[config.mk]
export PLATFORM = sky130hd
export DESIGN_NAME = issue_scoreboard
export DESIGN_NICKNAME = d
export VERILOG_FILES = /design/src/rtl/issue_scoreboard.sv
export SDC_FILE = /design/constraint.sdc
export NUM_CORES = 1
export LEC_CHECK = 0
export CORE_AREA = 3 3 105 107
export CTS_CLUSTER_DIAMETER = 120
export CTS_CLUSTER_SIZE = 12
export DETAILED_ROUTE_END_ITERATION = 16
export DIE_AREA = 0 0 108 110
export PLACE_DENSITY = 0.76
export RECOVER_POWER = 50
export SYNTH_ARGS = -nofsm -noshare
export SYNTH_HDL_FRONTEND = slang
export SYNTH_SLANG_ARGS = --single-unit
[constraint.sdc]
create_clock -name clk -period 2.99 [get_ports clk]
set_input_delay 0.299 -clock clk [delete_from_list [all_inputs] [get_ports clk]]
set_output_delay 0.299 -clock clk [all_outputs]
set_load 0.01 [all_outputs]
[src/rtl/issue_scoreboard.sv]
// -----------------------------------------------------------------------------
// issue_scoreboard
// Issue controller between the decoder and the execute resources (ALU, memory
// port, multi-cycle mul/div). It accepts one decoded instruction per cycle and
// tracks in-flight destination registers in a 32-entry scoreboard. The decoder
// is stalled on RAW/WAW hazards, on memory backpressure or outstanding limit,
// and while mul/div is busy.
//
// Ports:
//   clk, reset          clock, asynchronous active-low reset
//   dec_valid/dec_ready decoder handshake (dec_ready is combinational)
//   rs1, rs2, rd        register fields; use_rs1/use_rs2/reg_write qualifiers
//   mem_access          2'b00 none, 2'b01 read, 2'b10 write
//   is_muldiv           instruction targets the mul/div unit
//   alu_issue           ALU issue pulse (combinational)
//   mem_issue/mem_ready memory request handshake; mem_done completion pulse
//   md_start/md_done    mul/div start and completion pulses
//   wb_valid/wb_rd      register writeback, clears the scoreboard entry
//   flush               suppresses issue this cycle
//   busy_vec            registered scoreboard, bit i = x<i> pending
//   stall_cycles        registered saturating stall-cycle counter
// -----------------------------------------------------------------------------
module issue_scoreboard #(
    parameter int unsigned MEM_MAX_OUT = 2,
    parameter int unsigned CNT_W       = 32
) (
    input  logic             clk,
    input  logic             reset,
    input  logic             dec_valid,
    output logic             dec_ready,
    input  logic [4:0]       rs1,
    input  logic [4:0]       rs2,
    input  logic [4:0]       rd,
    input  logic             use_rs1,
    input  logic             use_rs2,
    input  logic             reg_write,
    input  logic [1:0]       mem_access,
    input  logic             is_muldiv,
    output logic             alu_issue,
    output logic             mem_issue,
    input  logic             mem_ready,
    input  logic             mem_done,
    output logic             md_start,
    input  logic             md_done,
    input  logic             wb_valid,
    input  logic [4:0]       wb_rd,
    input  logic             flush,
    output logic [31:0]      busy_vec,
    output logic [CNT_W-1:0] stall_cycles
);

    localparam int unsigned   NREG          = 32;
    localparam int unsigned   MCNT_W        = 3;
    localparam logic [1:0]    MEM_NO_ACCESS = 2'b00;

    typedef enum logic {
        MD_IDLE = 1'b0,
        MD_BUSY = 1'b1
    } md_state_t;

    logic [NREG-1:0]   r_busy;
    logic [MCNT_W-1:0] r_mem_cnt;
    md_state_t         r_md_state;
    logic [CNT_W-1:0]  r_stall;

    logic [NREG-1:0]   w_wb_mask;
    logic [NREG-1:0]   w_eff;
    logic [NREG-1:0]   w_set_mask;
    logic              w_raw;
    logic              w_waw;
    logic              w_sel_mem;
    logic              w_sel_md;
    logic              w_sel_alu;
    logic              w_mem_room;
    logic              w_unit_ok;
    logic              w_clear;
    logic              w_fire;
    logic              w_mem_inc;
    logic              w_mem_dec;

    // Hazard detection against the scoreboard with same-cycle writeback bypass
    always_comb begin
        w_wb_mask = '0;
        if (wb_valid) begin
            w_wb_mask = NREG'(1) << wb_rd;
        end
        w_eff = r_busy & ~w_wb_mask;
        w_raw = (use_rs1 & w_eff[rs1]) | (use_rs2 & w_eff[rs2]);
        w_waw = reg_write & w_eff[rd];
    end

    // Unit selection: memory wins over mul/div, ALU is the fallback
    always_comb begin
        w_sel_mem  = (mem_access != MEM_NO_ACCESS);
        w_sel_md   = ~w_sel_mem & is_muldiv;
        w_sel_alu  = ~w_sel_mem & ~is_muldiv;
        w_mem_room = (r_mem_cnt < MCNT_W'(MEM_MAX_OUT));
        w_unit_ok  = w_sel_alu
                   | (w_sel_mem & mem_ready & w_mem_room)
                   | (w_sel_md & (r_md_state == MD_IDLE));
    end

    // Issue decision; gated by reset so all handshakes are low while in reset
    always_comb begin
        w_clear   = reset & dec_valid & ~flush & ~w_raw & ~w_waw;
        w_fire    = w_clear & w_unit_ok;
        dec_ready = w_fire;
        alu_issue = w_fire & w_sel_alu;
        md_start  = w_fire & w_sel_md;
        // Request is raised before mem_ready so the port can see it
        mem_issue = w_clear & w_sel_mem & w_mem_room;
    end

    // Next-state helpers for scoreboard and outstanding count
    always_comb begin
        w_set_mask = '0;
        if (w_fire && reg_write && (rd != 5'd0)) begin
            w_set_mask = NREG'(1) << rd;
        end
        w_mem_inc = mem_issue & mem_ready;
        w_mem_dec = mem_done & (r_mem_cnt != '0);
    end

    // Scoreboard: clear on writeback, then set on issue (set wins)
    always_ff @(posedge clk or negedge reset) begin
        if (!reset) begin
            r_busy <= '0;
        end else begin
            r_busy <= ((r_busy & ~w_wb_mask) | w_set_mask) & ~NREG'(1);
        end
    end

    // Outstanding memory operation count
    always_ff @(posedge clk or negedge reset) begin
        if (!reset) begin
            r_mem_cnt <= '0;
        end else if (w_mem_inc && !w_mem_dec) begin
            r_mem_cnt <= r_mem_cnt + MCNT_W'(1);
        end else if (!w_mem_inc && w_mem_dec) begin
            r_mem_cnt <= r_mem_cnt - MCNT_W'(1);
        end
    end

    // Mul/div occupancy FSM
    always_ff @(posedge clk or negedge reset) begin
        if (!reset) begin
            r_md_state <= MD_IDLE;
        end else begin
            case (r_md_state)
                MD_IDLE: if (md_start) r_md_state <= MD_BUSY;
                MD_BUSY: if (md_done)  r_md_state <= MD_IDLE;
                default: r_md_state <= MD_IDLE;
            endcase
        end
    end

    // Saturating stall counter (flush cycles count as stalls)
    always_ff @(posedge clk or negedge reset) begin
        if (!reset) begin
            r_stall <= '0;
        end else if (dec_valid && !w_fire && !(&r_stall)) begin
            r_stall <= r_stall + CNT_W'(1);
        end
    end

    assign busy_vec     = r_busy;
    assign stall_cycles = r_stall;

endmodule

# Word-level counts from Yosys, hierarchy flattened
# Cells that the tools add are included.
dict set report totals {
  input_bits 34
  reg_bits 67
  out_inout_bits 68
  elab_cells 72
}
dict set report classes {
  mux 13
  n_reduce_logical 15
  n_addsub 3
  n_lt_le_gt_ge 4
  bitwise_logic 31
  shifts 2
}
# cell count
set op_table {}
lappend op_table {{$mux 32} 2}
lappend op_table {{$shl 1x5->32 const A} 2}
lappend op_table {{$add 32x1->32 const B} 1}
lappend op_table {{$and 32x32->32} 1}
lappend op_table {{$not 32->32} 1}
lappend op_table {{$or 32x32->32} 1}
lappend op_table {{$reduce_and 32->1} 1}
lappend op_table {{$and 1x1->1} 19}
lappend op_table {{$lt 5x6->1 const B} 3}
lappend op_table {{$bmux 1 s5} 3}
lappend op_table {{$logic_and 1x1->1} 6}
lappend op_table {{$mux 3} 2}
lappend op_table {{$not 1->1} 6}
lappend op_table {{$mux 1} 5}
lappend op_table {{$reduce_bool 5->1} 1}
lappend op_table {{$logic_not 1->1} 4}
lappend op_table {{$reduce_bool 2->1} 2}
lappend op_table {{$add 3x1->3 const B} 1}
lappend op_table {{$lt 3x2->1 const B} 1}
lappend op_table {{$or 1x1->1} 3}
lappend op_table {{$reduce_bool 3->1} 1}
lappend op_table {{$sub 3x1->3 const B} 1}
lappend op_table {{$pmux 1 s2} 1}

# Logic depth before layout (Yosys ltp)
dict set report logic_depth {
  depth_word 18
  depth_mapped 15
  mapped_depth_nobuf 13
}

# Worst setup path before layout
# OpenSTA, ideal clock, no wires.
dict set report synth_timing {
  path_type {input to register}
  startpoint {in rs2[0]}
  endpoint {reg r_mem_cnt[2]}
  arrival_ns 3.258
  t_required_ns 2.911
  n_path_buf 1
  path_stages 14
  slack_ns -0.348
  setup_ns 0.079
  path_cell_list {buf_6 mux2_1 nand4_1 a22oi_1 or3_1 o311a_1 or4_4 nor2_1 ha_1 inv_1 fa_1 xor2_1 nor2_1 xor2_1}
}
dict set report synth_between {
  elab_chain_cells 13
  word_cells_on_any_way 15
  cone_classes {mux (3); bitwise (8); reduce/logical (4)}
}
# element line
set synth_rtl {}
lappend synth_rtl {{start: declaration} 32} ;# input logic [4:0] rs2,
lappend synth_rtl {{$bmux 1 s5 (*)} 88} ;# w_raw = (use_rs1 & w_eff[rs1]) | (use_rs2 & w_eff[rs2]);
lappend synth_rtl {{$mux 1 (implied by the code) (*)} 88}
lappend synth_rtl {{$and 1x1->1 (*)} 88}
lappend synth_rtl {{$or 1x1->1 (*)} 88}
lappend synth_rtl {{$not 1->1 (*)} 105} ;# w_clear = reset & dec_valid & ~flush & ~w_raw & ~w_waw;
lappend synth_rtl {{$and 1x1->1 (*) (2 in a row)} 105}
lappend synth_rtl {{$and 1x1->1 (*) (2 in a row)} 111} ;# mem_issue = w_clear & w_sel_mem & w_mem_room;
lappend synth_rtl {{$and 1x1->1 (*)} 120} ;# w_mem_inc = mem_issue & mem_ready;
lappend synth_rtl {{$logic_not 1->1} 139} ;# end else if (!w_mem_inc && w_mem_dec) begin
lappend synth_rtl {{$logic_and 1x1->1} 139}
lappend synth_rtl {{$reduce_bool 2->1 (no source line)} n/a}
lappend synth_rtl {{end signal: assignment} 138} ;# r_mem_cnt <= r_mem_cnt + MCNT_W'(1);
lappend synth_rtl {{end signal: assignment} 140} ;# r_mem_cnt <= r_mem_cnt - MCNT_W'(1);
lappend synth_rtl {{end: declaration} 62} ;# logic [MCNT_W-1:0] r_mem_cnt;
# Every way passes the cells marked *; elsewhere a longest branch is shown, timed or not. The select of a mux whose other input is x is not followed.
# A chain may end at the register's enable or synchronous reset.

# Final worst setup path
dict set report layout_timing {
  startpoint {reg r_busy[16], in the netlist busy_vec[16]}
  endpoint {reg r_mem_cnt[2]}
}
dict set report layout_between {
  elab_chain_cells 14
  word_cells_on_any_way 23
  cone_classes {mux (7); bitwise (12); reduce/logical (4)}
}
# element line
set layout_rtl {}
lappend layout_rtl {{start: declaration} 61} ;# logic [NREG-1:0] r_busy;
lappend layout_rtl {{start signal: assignment} 129} ;# r_busy <= ((r_busy & ~w_wb_mask) | w_set_mask) & ~NREG'(1);
lappend layout_rtl {{$and 32x32->32 (*)} 87} ;# w_eff = r_busy & ~w_wb_mask;
lappend layout_rtl {{$bmux 1 s5} 88}
lappend layout_rtl {{$mux 1 (implied by the code)} 88}
lappend layout_rtl {{$and 1x1->1} 88}
lappend layout_rtl {{$or 1x1->1} 88}
lappend layout_rtl {{$not 1->1} 105}
lappend layout_rtl {{$and 1x1->1} 105}
lappend layout_rtl {{$and 1x1->1 (*)} 105}
lappend layout_rtl {{$and 1x1->1 (*) (2 in a row)} 111}
lappend layout_rtl {{$and 1x1->1 (*)} 120}
lappend layout_rtl {{$logic_not 1->1} 139}
lappend layout_rtl {{$logic_and 1x1->1} 139}
lappend layout_rtl {{$reduce_bool 2->1 (no source line)} n/a}
# Marked as above.

==> results.py <==
metrics = {
    "status": {
        "status": "complete, but fails checks",
        "violations": "max-capacitance violations, max-slew violations, negative setup slack",
    },
    "synthesis": {
        "syn_area_um2": 4790,
        "ys.flop_type": "dfrtp_1",
        "synth_edf_count": 0,
        "synth_nets": 568,
        "syn_avg_cell_area_um2": 9.02,
        "ys_types": 69,
        "yosysWarnings": 0,
        "synth-seq-cells": 67,
        "postSynthCellCount": 531,
        "yosysSeqAreaShare_pct": 35.0,
        "ys_async_sr_fraction_pct": 100,
    },
    "pwr": {
        "peakVddDrop_mv": 0.393,
        "p_sw_share_pct": 33.5,
        "power_mw": 3.12,
        "pwr-share-comb_pct": 34.6,
        "power_density_nw_per_um2": 383,
        "p_int_mw": 2.07,
        "switchingPower_mw": 1.05,
        "p_leak_nw": 3.51,
        "p_seq_share_pct": 36.6,
        "p_clk_share_pct": 28.8,
    },
    "clocking": {
        "clock-root-buffer": "clkbuf_8",
        "cts_buffers": 9,
        "h-tree-depth": 3,
        "clock_path_buffers": 2,
        "clk_pin_slew_ns": 0.08,
        "cts.sinks": 67,
        "cts_tree": "built",
        "clk_latency_ns": 0.37,
    },
    "route": {
        "antenna_left": 0,
        "wirelength_mm": 22.9,
        "routed_via_density": 6.49,
        "via_count": 5984,
        "wire_per_inst_um": 24.9,
        "drc": 0,
        "drt_first_pass_iters": 5,
        "drtIter0Drc": 677,
    },
    "grt": {
        "track_usage_pct": 37.5,
        "grt_max_degree": 62,
        "grt_pass1_wl_mm": 33.6,
        "antenna_found_initial": 0,
        "grt_pass1_vias": 5929,
        "grt-ovfl-total": 0,
    },
    "cells_and_area": {
        "mostFrequentLayoutCells": "buf_4 (152), clkdlybuf4s50_1 (83), dfrtp_1 (67), nand4_1 (28), nand2_1 (28)",
        "area_delta_synth_final_pct": 70.0,
        "nets": 819,
        "fin_util_pct": 79.6,
        "stdcell_area_um2": 8150,
        "layout_commonest_cell": "buf_4",
        "drive_gt1_share_pct": 38.0,
        "num_antenna_cells": 0,
    },
    "sta": {
        "fin_hold_ws_ns": 0.500,
        "rsz0062_at_grt": "true",
        "final_max_slew_viol_count": 62,
        "worst_slack_ns": -0.535,
        "period_minus_slack_ns": 3.53,
        "setup_violations": 69,
        "finClkSkew_ns": 0.0133,
        "clock.fmax_mhz": 284,
        "worst_pin_slew_ns": 1.59,
        "hold_violations": 0,
        "relSlewSlack_pct": -5.78,
        "period_share_pct": 118,
    },
    "floorplanning": {
        "placementRows": 37,
        "initial_utilization_pct": 46.8,
        "die_area_um2": 11900,
        "ioPinCount": 102,
        "die_x_um": 108,
        "die_h_um": 110,
        "coreArea_um2": 10200,
    },
    "placement": {
        "placed_area_um2": 7050,
        "io_buffers": 100,
        "place_hpwl_mm": 14.5,
        "gp_congestion": 1.01,
    },
    "setup_path": {
        "cp_common_cell": "xor2_1",
        "r2r-start": "busy_vec[16]",
        "slowest_delay_ns": 0.57,
        "endpoint_kind": "register",
        "worstPathCellList": "mux2_4 > nand4_1 > a22oi_1 > or3_1 > o311a_1 > or4_4 > buf_6 > nor2_4 > ha_4 > inv_2 > fa_2 > xor2_1 > nor2_1 > xor2_1",
        "startpoint": "busy_vec[16]",
        "crit_arrival_ns": 3.81,
        "worst-setup-path-type": "register to register",
        "cp_max_fo": 4,
        "cp_num_buf_inv": 2,
        "critPathSlowestCell": "or4_4",
        "worstPathRequired_ns": 3.27,
        "crit_family": "simple AND/OR/NAND/NOR gates",
        "cp-start-kind": "register",
    },
    "job": {
        "maxCapViolCount": 1,
    },
    "hold_path": {
        "worstHoldStart": "stall_cycles[11]",
        "hold_path_class": "register to register",
    },
}
per-layer routing:
metal / vias up / global-route usage (%) / routed length, µm
met5: - / 0 / 0
met4: 0 / 19.7 / 1360
met3: 129 / 8.04 / 2250
met2: 473 / 63.3 / 10900
met1: 2862 / 45.0 / 8430
li1: 2520 / - / -
final cells by class:
type	count	area, µm²
Multi-Input combinational cell	412	3490
Timing Repair Buffer	279	2530
Fill cell	605	2080
Sequential cell	67	1680
Tap cell	136	170
Clock buffer	11	151
Clock inverter	4	73.8
Inverter	13	51.3
per-stage QoR:
stage	instances	setup WS (ns)	TNS, ns
6_report	922	-0.535	-12.34
3_5_place_dp	889	-1.20	-65.39
3_3_place_gp	889	-1.11	-58.38
5_1_grt	922	-0.656	-17.24
2_1_floorplan	531	-0.193	-0.691
4_1_cts	921	-0.486	-14.41
cell families (layout without fill, tap and decap cells):
| family | count (synthesis) | after routing | share of synthesized area [%] |
|---|---|---|---|
| simple gates | 194 | 194 | 23.7 |
| buf+inv | 52 | 307 | 4.80 |
| xor+xnor | 37 | 37 | 7.08 |
| flops | 67 | 67 | 35.0 |
| fa+ha+maj | 3 | 3 | 0.940 |
| mux | 43 | 43 | 9.48 |
| compound gates | 134 | 134 | 18.9 |
| other cells | 1 | 1 | 0.0783 |
timing repair:
action                                  CTS  global route
pin swaps                                31            31
gates cloned                              7             0
buffers inserted                          9             6
endpoints found under the hold margin     6             0
endpoints found under the setup margin   71            71
hold buffers                              1             0
gates resized for setup                 104            63
state kept, by name (all words and copies together) (netlist names):
name,flops
r_mem_cnt,3
busy_vec,31
stall_cycles,32
r_md_state,1
Yosys cell counts, types with 5 or more instances:
library cell / instances / area share, %
and3_1: 18 / 2.3
o31ai_1: 14 / 2.2
o2111ai_1: 5 / 0.91
o21ai_2: 7 / 1.3
o21ai_1: 23 / 2.4
and4b_1: 5 / 1.0
nand2b_1: 9 / 1.2
mux2_1: 6 / 1.4
clkbuf_1: 23 / 1.8
nand2_1: 31 / 2.4
a311oi_1: 13 / 2.4
inv_1: 12 / 0.94
nand3_1: 23 / 2.4
nand4_1: 28 / 3.7
nor2_1: 23 / 1.8
xnor2_1: 31 / 5.7
mux2i_1: 33 / 6.9
dfrtp_1: 67 / 35
a31oi_1: 7 / 0.91
o21ai_0: 29 / 3.0
nand3b_1: 6 / 0.94
buf_2: 9 / 0.94
o22ai_1: 6 / 0.78
nor3_1: 11 / 1.1
worst paths after layout:
kind | endpoint | slack [ns] | cells after the start
hold reg to reg | stall_cycles[11] | 0.50 | 1
min in group asynchronous | stall_cycles[9] | 0.72 | 3
setup reg to reg | r_mem_cnt[2] | -0.54 | 14
max in group asynchronous | busy_vec[29] | 0.42 | 4
setup / recovery | r_mem_cnt[2] | -0.54 | 14
hold / removal | stall_cycles[11] | 0.50 | 1
power by group through the flow:
stage,logic [mW],registers [mW],clock network [mW]
floorplan,0.365,1.14,0
CTS,1.01,1.12,0.890
finish,1.08,1.14,0.900
global placement,0.876,1.12,0
global route,1.13,1.15,0.934
detailed placement,0.894,1.13,0
worst register-to-register path: cells and delay by family, from the launching register on:
kind / cells / cell delay [ns]
XOR/XNOR: 2 / 0.33
multiplexers: 1 / 0.28
buffers and inverters: 2 / 0.19
flip-flops: 1 / 0.42
AND/OR/NAND/NOR: 5 / 1.33
AO/OA/AOI/OAI: 2 / 0.42
adder cells (fa/ha/maj): 2 / 0.50
Power figures use the tool's default switching activity.
